`src/rtl/ball_collision_detector_if.sv`:
```
// Ball-collision bundle: per-class collision pulses plus the edge code
// of the highest-priority hit, from the detector to the ball controller.
interface ball_collision_if;
    logic       collisionBallFrame;
    logic       collisionBallObstacle;
    logic       collisionBallSpring;
    logic       collisionBallFlipper;
    logic       collisionBallBumper;
    logic       collisionBallCredit;
    logic [3:0] hitEdgeCode;

    modport master (
        output collisionBallFrame,
        output collisionBallObstacle,
        output collisionBallSpring,
        output collisionBallFlipper,
        output collisionBallBumper,
        output collisionBallCredit,
        output hitEdgeCode
    );

    modport slave (
        input collisionBallFrame,
        input collisionBallObstacle,
        input collisionBallSpring,
        input collisionBallFlipper,
        input collisionBallBumper,
        input collisionBallCredit,
        input hitEdgeCode
    );
endinterface

```
`src/rtl/ball_collision_detector.sv`:
```
// Accumulates per-frame ball/object overlaps and emits one registered
// collision pulse per class after the next startOfFrame.
module ball_collision_detector #(
    parameter int BALL_SIZE      = 16,
    parameter int EDGE_MARGIN    = 3,
    parameter int MIN_HIT_PIXELS = 2
) (
    input  logic             clk,
    input  logic             resetN,
    input  logic             startOfFrame,
    input  logic             pause,
    input  logic             reset_level,
    input  logic             ballDrawingRequest,
    input  logic [5:0]       ballOffsetX,
    input  logic [5:0]       ballOffsetY,
    input  logic             frameDR,
    input  logic             obstacleDR,
    input  logic             springDR,
    input  logic             flipperDR,
    input  logic             bumperDR,
    input  logic             creditDR,
    ball_collision_if.master coll_o
);

    localparam logic [6:0] MARGIN  = 7'(EDGE_MARGIN);
    localparam logic [6:0] FAR_LIM = 7'(BALL_SIZE - EDGE_MARGIN);
    localparam logic [7:0] MIN_HIT = 8'(MIN_HIT_PIXELS);

    // Class index 0 is the highest priority (frame), 5 the lowest (credit).
    logic [5:0]      dr;
    logic [5:0]      ovl;
    logic [3:0]      pix_edge;
    logic [5:0]      hit;
    logic [3:0]      sel_edge;

    logic [5:0][7:0] count_q, count_d;
    logic [5:0][3:0] edge_q, edge_d;
    logic [5:0]      emit_q, emit_d;
    logic [3:0]      hit_edge_q, hit_edge_d;

    assign dr  = {creditDR, bumperDR, flipperDR,
                  springDR, obstacleDR, frameDR};
    assign ovl = {6{ballDrawingRequest}} & dr;

    assign pix_edge = {({1'b0, ballOffsetX} <  MARGIN),
                       ({1'b0, ballOffsetY} <  MARGIN),
                       ({1'b0, ballOffsetX} >= FAR_LIM),
                       ({1'b0, ballOffsetY} >= FAR_LIM)};

    always_comb begin
        count_d    = count_q;
        edge_d     = edge_q;
        emit_d     = '0;
        hit_edge_d = hit_edge_q;
        hit        = '0;
        sel_edge   = '0;
        if (!pause) begin
            if (startOfFrame) begin
                for (int c = 0; c < 6; c++) begin
                    hit[c] = (count_q[c] >= MIN_HIT);
                end
                // Walk lowest to highest priority so the highest hit wins.
                for (int c = 5; c >= 0; c--) begin
                    if (hit[c]) sel_edge = edge_q[c];
                end
                emit_d = hit;
                if (|hit) hit_edge_d = sel_edge;
                count_d = '0;
                edge_d  = '0;
            end else begin
                for (int c = 0; c < 6; c++) begin
                    if (ovl[c]) begin
                        if (count_q[c] != 8'hFF) count_d[c] = count_q[c] + 8'd1;
                        edge_d[c] = edge_q[c] | pix_edge;
                    end
                end
            end
        end
    end

    always_ff @(posedge clk) begin
        if (!resetN || reset_level) begin
            count_q    <= '0;
            edge_q     <= '0;
            emit_q     <= '0;
            hit_edge_q <= '0;
        end else begin
            count_q    <= count_d;
            edge_q     <= edge_d;
            emit_q     <= emit_d;
            hit_edge_q <= hit_edge_d;
        end
    end

    // A pause arriving in the output cycle swallows the pulse.
    assign coll_o.collisionBallFrame    = emit_q[0] & ~pause;
    assign coll_o.collisionBallObstacle = emit_q[1] & ~pause;
    assign coll_o.collisionBallSpring   = emit_q[2] & ~pause;
    assign coll_o.collisionBallFlipper  = emit_q[3] & ~pause;
    assign coll_o.collisionBallBumper   = emit_q[4] & ~pause;
    assign coll_o.collisionBallCredit   = emit_q[5] & ~pause;
    assign coll_o.hitEdgeCode           = hit_edge_q;

endmodule

```
`src/flat_wrapper.sv`:
```
// flat-port wrapper written by rule: the top's interface ports become plain ports
module ball_collision_detector_flat 
#(
    parameter int BALL_SIZE      = 16,
    parameter int EDGE_MARGIN    = 3,
    parameter int MIN_HIT_PIXELS = 2
)
  (clk, resetN, startOfFrame, pause, reset_level, ballDrawingRequest, ballOffsetX, ballOffsetY, frameDR, obstacleDR, springDR, flipperDR, bumperDR, creditDR, coll_o_collisionBallFrame, coll_o_collisionBallObstacle, coll_o_collisionBallSpring, coll_o_collisionBallFlipper, coll_o_collisionBallBumper, coll_o_collisionBallCredit, coll_o_hitEdgeCode);
  ball_collision_if coll_o_i ();
  input  logic clk;
  input  logic resetN;
  input  logic startOfFrame;
  input  logic pause;
  input  logic reset_level;
  input  logic ballDrawingRequest;
  input  logic [5:0] ballOffsetX;
  input  logic [5:0] ballOffsetY;
  input  logic frameDR;
  input  logic obstacleDR;
  input  logic springDR;
  input  logic flipperDR;
  input  logic bumperDR;
  input  logic creditDR;
  output wire logic [$bits(coll_o_i.collisionBallFrame)-1:0] coll_o_collisionBallFrame;
  output wire logic [$bits(coll_o_i.collisionBallObstacle)-1:0] coll_o_collisionBallObstacle;
  output wire logic [$bits(coll_o_i.collisionBallSpring)-1:0] coll_o_collisionBallSpring;
  output wire logic [$bits(coll_o_i.collisionBallFlipper)-1:0] coll_o_collisionBallFlipper;
  output wire logic [$bits(coll_o_i.collisionBallBumper)-1:0] coll_o_collisionBallBumper;
  output wire logic [$bits(coll_o_i.collisionBallCredit)-1:0] coll_o_collisionBallCredit;
  output wire logic [$bits(coll_o_i.hitEdgeCode)-1:0] coll_o_hitEdgeCode;
  assign coll_o_collisionBallFrame = coll_o_i.collisionBallFrame;
  assign coll_o_collisionBallObstacle = coll_o_i.collisionBallObstacle;
  assign coll_o_collisionBallSpring = coll_o_i.collisionBallSpring;
  assign coll_o_collisionBallFlipper = coll_o_i.collisionBallFlipper;
  assign coll_o_collisionBallBumper = coll_o_i.collisionBallBumper;
  assign coll_o_collisionBallCredit = coll_o_i.collisionBallCredit;
  assign coll_o_hitEdgeCode = coll_o_i.hitEdgeCode;
  ball_collision_detector #(.BALL_SIZE(BALL_SIZE), .EDGE_MARGIN(EDGE_MARGIN), .MIN_HIT_PIXELS(MIN_HIT_PIXELS)) u_core (.clk(clk), .resetN(resetN), .startOfFrame(startOfFrame), .pause(pause), .reset_level(reset_level), .ballDrawingRequest(ballDrawingRequest), .ballOffsetX(ballOffsetX), .ballOffsetY(ballOffsetY), .frameDR(frameDR), .obstacleDR(obstacleDR), .springDR(springDR), .flipperDR(flipperDR), .bumperDR(bumperDR), .creditDR(creditDR), .coll_o(coll_o_i));
endmodule
```
`config.mk`:
```
export PLATFORM = sky130hd
export DESIGN_NAME = ball_collision_detector_flat
export DESIGN_NICKNAME = d
export VERILOG_FILES = /design/src/rtl/ball_collision_detector_if.sv /design/src/rtl/ball_collision_detector.sv /design/src/flat_wrapper.sv
export SDC_FILE = /design/constraint.sdc
export NUM_CORES = 1
export LEC_CHECK = 0
export BUFFER_PORTS_ARGS = -buffer_cell sky130_fd_sc_hd__buf_2
export CAP_MARGIN = 20
export CORE_MARGIN = 2
export CORE_UTILIZATION = 41
export DETAILED_ROUTE_END_ITERATION = 10
export HOLD_SLACK_MARGIN = 0.06
export PLACE_DENSITY = 0.55
export SLEW_MARGIN = 20
export SYNTH_ARGS = -nofsm -noshare
export SYNTH_HDL_FRONTEND = slang
export SYNTH_SLANG_ARGS = --single-unit
```
`constraint.sdc`:
```
create_clock -name clk -period 2.27 [get_ports clk]
set_clock_uncertainty 0.1 [all_clocks]
set_input_delay 0.1135 -clock clk [delete_from_list [all_inputs] [get_ports clk]]
set_output_delay 0.1135 -clock clk [all_outputs]
set_load 0.03 [all_outputs]
```
==> out/qor.yml <==
routing:
  drtIter0Drc: 107
  first_pass_iters: 4
  vias: 3310
  routed_via_density: 5.23
  wl_um: 9400
  wire_per_inst_um: 14.9
  ant_nets: 0
  drcViolationCount: 0
yosys:
  syn_nets: 484
  synth_cell_type_count: 41
  avgSynthCellArea_um2: 8.76
  synth-compound-area-share_pct: 15.3
  syn_inst: 448
  postSynthRegisterBits: 82
  yosys_warnings: 0
  synth_top_family_by_area: "simple AND/OR/NAND/NOR gates"
  synth.area.mux_share_pct: 1.28
  synth-xor-area-share_pct: 8.04
  ys_seq_area_share_pct: 41.8
  synth_area_mm2: 0.00392
  synthAdderAreaFrac_pct: 3.83
  yosys.area_share.simple_pct: 27.7
placement:
  port_buffers: 33
  dp_slack_ns: 0.166
  gp_congestion: 0.865
  dpl.hpwl_um: 6880
power:
  p_leak_nw: 1.80
  switching_share_pct: 23.1
  power.switching_uw: 626
  fin_total_pwr_mw: 2.71
  ir_worst_vdd_mv: 0.415
  seq_power_share_pct: 53.7
  clockPowerShare_pct: 39.6
  p_int_mw: 2.08
  pwr-share-comb_pct: 6.7
  powerDensity_mw_per_mm2: 593
run:
  cap_viol_max_count: 0
clock_tree:
  htreeDepth: 3
  clk_pin_slew_ns: 0.08
  ctsLongestPathBuffers: 2
  cts_hold_buf: 0
  cts_buffers: 9
  clk-insertion-delay-late_ns: 0.35
  cts_tree: "built"
  clock_sinks: 82
  root_buffer: "clkbuf_8"
hold_path:
  min_path_type: "input port to register"
setup_path:
  critPathLaunchType: "register"
  cp.required_ns: 2.42
  cpMaxStageDelayCell: "dfxtp_1"
  path_class: "register to register"
  max_stage_delay_ns: 0.37
  end_kind: "register"
  cp.arrival_ns: 2.24
  crit_path_cell_trace: "inv_1 > ha_1 > nor4_2 > nand4_1 > o41ai_4 > buf_4 > a21oi_1 > a32o_1"
  path_max_fanout: 8
cells_and_area:
  fillerInstances: 964
  seqCellArea_mm2: 0.00164
  diodes: 0
  drive_above_1_share_pct: 17.9
  utilization_pct: 49.2
  area_growth_pct: 16.5
  layout.nets: 535
  multi_input_comb_area_mm2: 0.00221
sta:
  max_freq_ghz: 0.479
  slew_headroom_pct: 53.8
  period_needed_ns: 2.09
  worst_slack_ns: 0.183
  setup-tns-final_ns: 0
  fin_crit_sh_pct: 91.9
  maxSlewViolCount: 0
  rsz0062_at_grt: "no"
  hold_viol_final: 0
  tightest_slew_ns: 0.693
  setup_violations: 0
floorplan:
  fp-row-count: 35
  dieArea_mm2: 0.0104
  core-area_mm2: 0.00928
  start_util_pct: 42.3
  fp.dieH_um: 102
  die_w_um: 102
  io_pins: 34
grt:
  grt_overflow: 0
  antenna_found_initial: 0
  grt.total_usage_pct: 19.2
  grt_max_degree: 41
  grt_pass1_wl_um: 15300
  grt_pass1_vias: 3126
outcome:
  outcome: "finished, final reports clean"
-- cell usage after synthesis --
cell	number	area, um^2
nand4_4	1	21.3
nor4b_1	1	8.76
nor3_1	1	5.00
o41ai_4	1	27.5
dfxtp_1	82	1640
buf_1	2	7.51
a21oi_1	61	305
ha_1	12	150
inv_1	6	22.5
a211o_1	6	52.6
a211oi_1	2	15.0
nor2b_1	8	50.1
and3_2	1	7.51
nor3b_1	1	7.51
nor4b_2	1	15.0
mux2i_1	5	50.1
a32o_1	3	30.0
a221oi_1	3	26.3
xor2_1	30	263
o22ai_1	1	6.26
or2_2	1	6.26
nor4_4	4	85.1
nor4_2	6	75.1
nor2_1	100	375
nand3_1	3	15.0
and3_1	9	56.3
nand2b_1	2	12.5
o211ai_1	2	15.0
or4_1	2	15.0
nand2_1	25	93.8
a311oi_2	5	75.1
buf_2	2	10.0
o21ai_0	6	30.0
xnor2_1	6	52.6
clkbuf_1	10	37.5
and4b_1	5	50.1
and2_1	3	18.8
o31ai_1	1	7.51
nor4_1	5	31.3
a221o_2	1	11.3
nand4_1	22	138
-- flip-flops by register name, indices dropped and copies added (netlist names) --
name / count
u_core.edge_q: 24
u_core.count_q: 48
u_core.coll_o.hitEdgeCode: 4
u_core.emit_q: 6
-- power by group through the flow --
| stage | Sequential (mW) | Combinational (mW) | Clock [mW] |
|---|---|---|---|
| after global placement | 1.49 | 0.183 | 0 |
| after detailed placement | 1.49 | 0.184 | 0 |
| final | 1.46 | 0.182 | 1.07 |
| after CTS | 1.46 | 0.184 | 1.12 |
| after global routing | 1.46 | 0.203 | 1.17 |
| after floorplan | 1.49 | 0.108 | 0 |
-- through the flow --
| step | hold slack, ns | std cells | cell area [um^2] |
|---|---|---|---|
| floorplan | 0.269 | 448 | 3920 |
| finish | 0.0895 | 633 | 4570 |
| global placement | 0.343 | 616 | 4360 |
| detailed placement | 0.351 | 616 | 4360 |
| global route | 0.100 | 633 | 4570 |
| CTS | 0.0623 | 632 | 4560 |
-- path summary, 6_finish.rpt --
kind | slack, ns | from | cells past startpoint | to
max | 0.18 | u_core.count_q[32] | 8 | u_core.coll_o.hitEdgeCode[0]
min | 0.09 | reset_level | 4 | u_core.coll_o.hitEdgeCode[1]
max reg2reg | 0.18 | u_core.count_q[32] | 8 | u_core.coll_o.hitEdgeCode[0]
min reg2reg | 0.37 | u_core.edge_q[9] | 2 | u_core.edge_q[9]
-- layout by cell type, fill, tap and decap left out, types with 2 or more instances in the layout --
cell,Yosys,routed
nor4_1,5,4
clkbuf_1,10,3
o211ai_1,2,2
mux2i_1,5,5
a211oi_1,2,2
nand4_1,22,22
buf_2,2,33
inv_1,6,6
xor2_1,30,30
or4_1,2,2
nor2b_1,8,8
buf_4,0,20
nand3_1,3,3
a21oi_1,61,61
and3_1,9,9
and4b_1,5,5
nor4_4,4,4
o21ai_0,6,6
nor2_1,100,100
ha_1,12,12
a221oi_1,3,3
nand2_1,25,25
dfxtp_1,82,82
a311oi_2,5,5
a32o_1,3,3
nor4_2,6,7
a211o_1,6,6
xnor2_1,6,6
and2_1,3,3
clkbuf_8,0,11
-- layer usage --
| layer | GRT usage, % | up-vias | share of wire (%) |
|---|---|---|---|
| met3 | 4.51 | 6 | 4.6 |
| li1 | - | 1691 | - |
| met1 | 24.1 | 1555 | 46 |
| met2 | 32.6 | 58 | 48 |
| met5 | 0 | - | 0 |
| met4 | 6.15 | 0 | 0.93 |
-- cells by family (layout without fill, tap and decap cells) --
group / after synthesis / in the layout
AO/OA/AOI/OAI: 92 / 92
XOR/XNOR: 36 / 36
adder cells (fa/ha/maj): 12 / 12
buffers and inverters: 20 / 76
flip-flops: 82 / 82
multiplexers: 5 / 5
AND/OR/NAND/NOR: 201 / 201
-- worst max-delay path, delay by kind of cell (launching register included) --
family | cells | cell delay (ns)
compound gates | 3 | 0.57
fa+ha+maj | 1 | 0.20
buf+inv | 2 | 0.26
flops | 1 | 0.37
simple gates | 2 | 0.48
-- final cells by class --
cell class | count | share of cell area, %
Multi-Input combinational cell | 346 | 48.4
Sequential cell | 82 | 35.9
Timing Repair Buffer | 54 | 7.33
Clock buffer | 14 | 3.56
Tap cell | 129 | 3.53
Clock inverter | 2 | 0.766
Inverter | 6 | 0.493
-- timing repair --
action / 4_1_cts / 5_1_grt
endpoints found under the setup margin: 0 / 3
setup buffers: 0 / 1
gates resized for setup: 0 / 1
(Power assumes the default switching activity.)
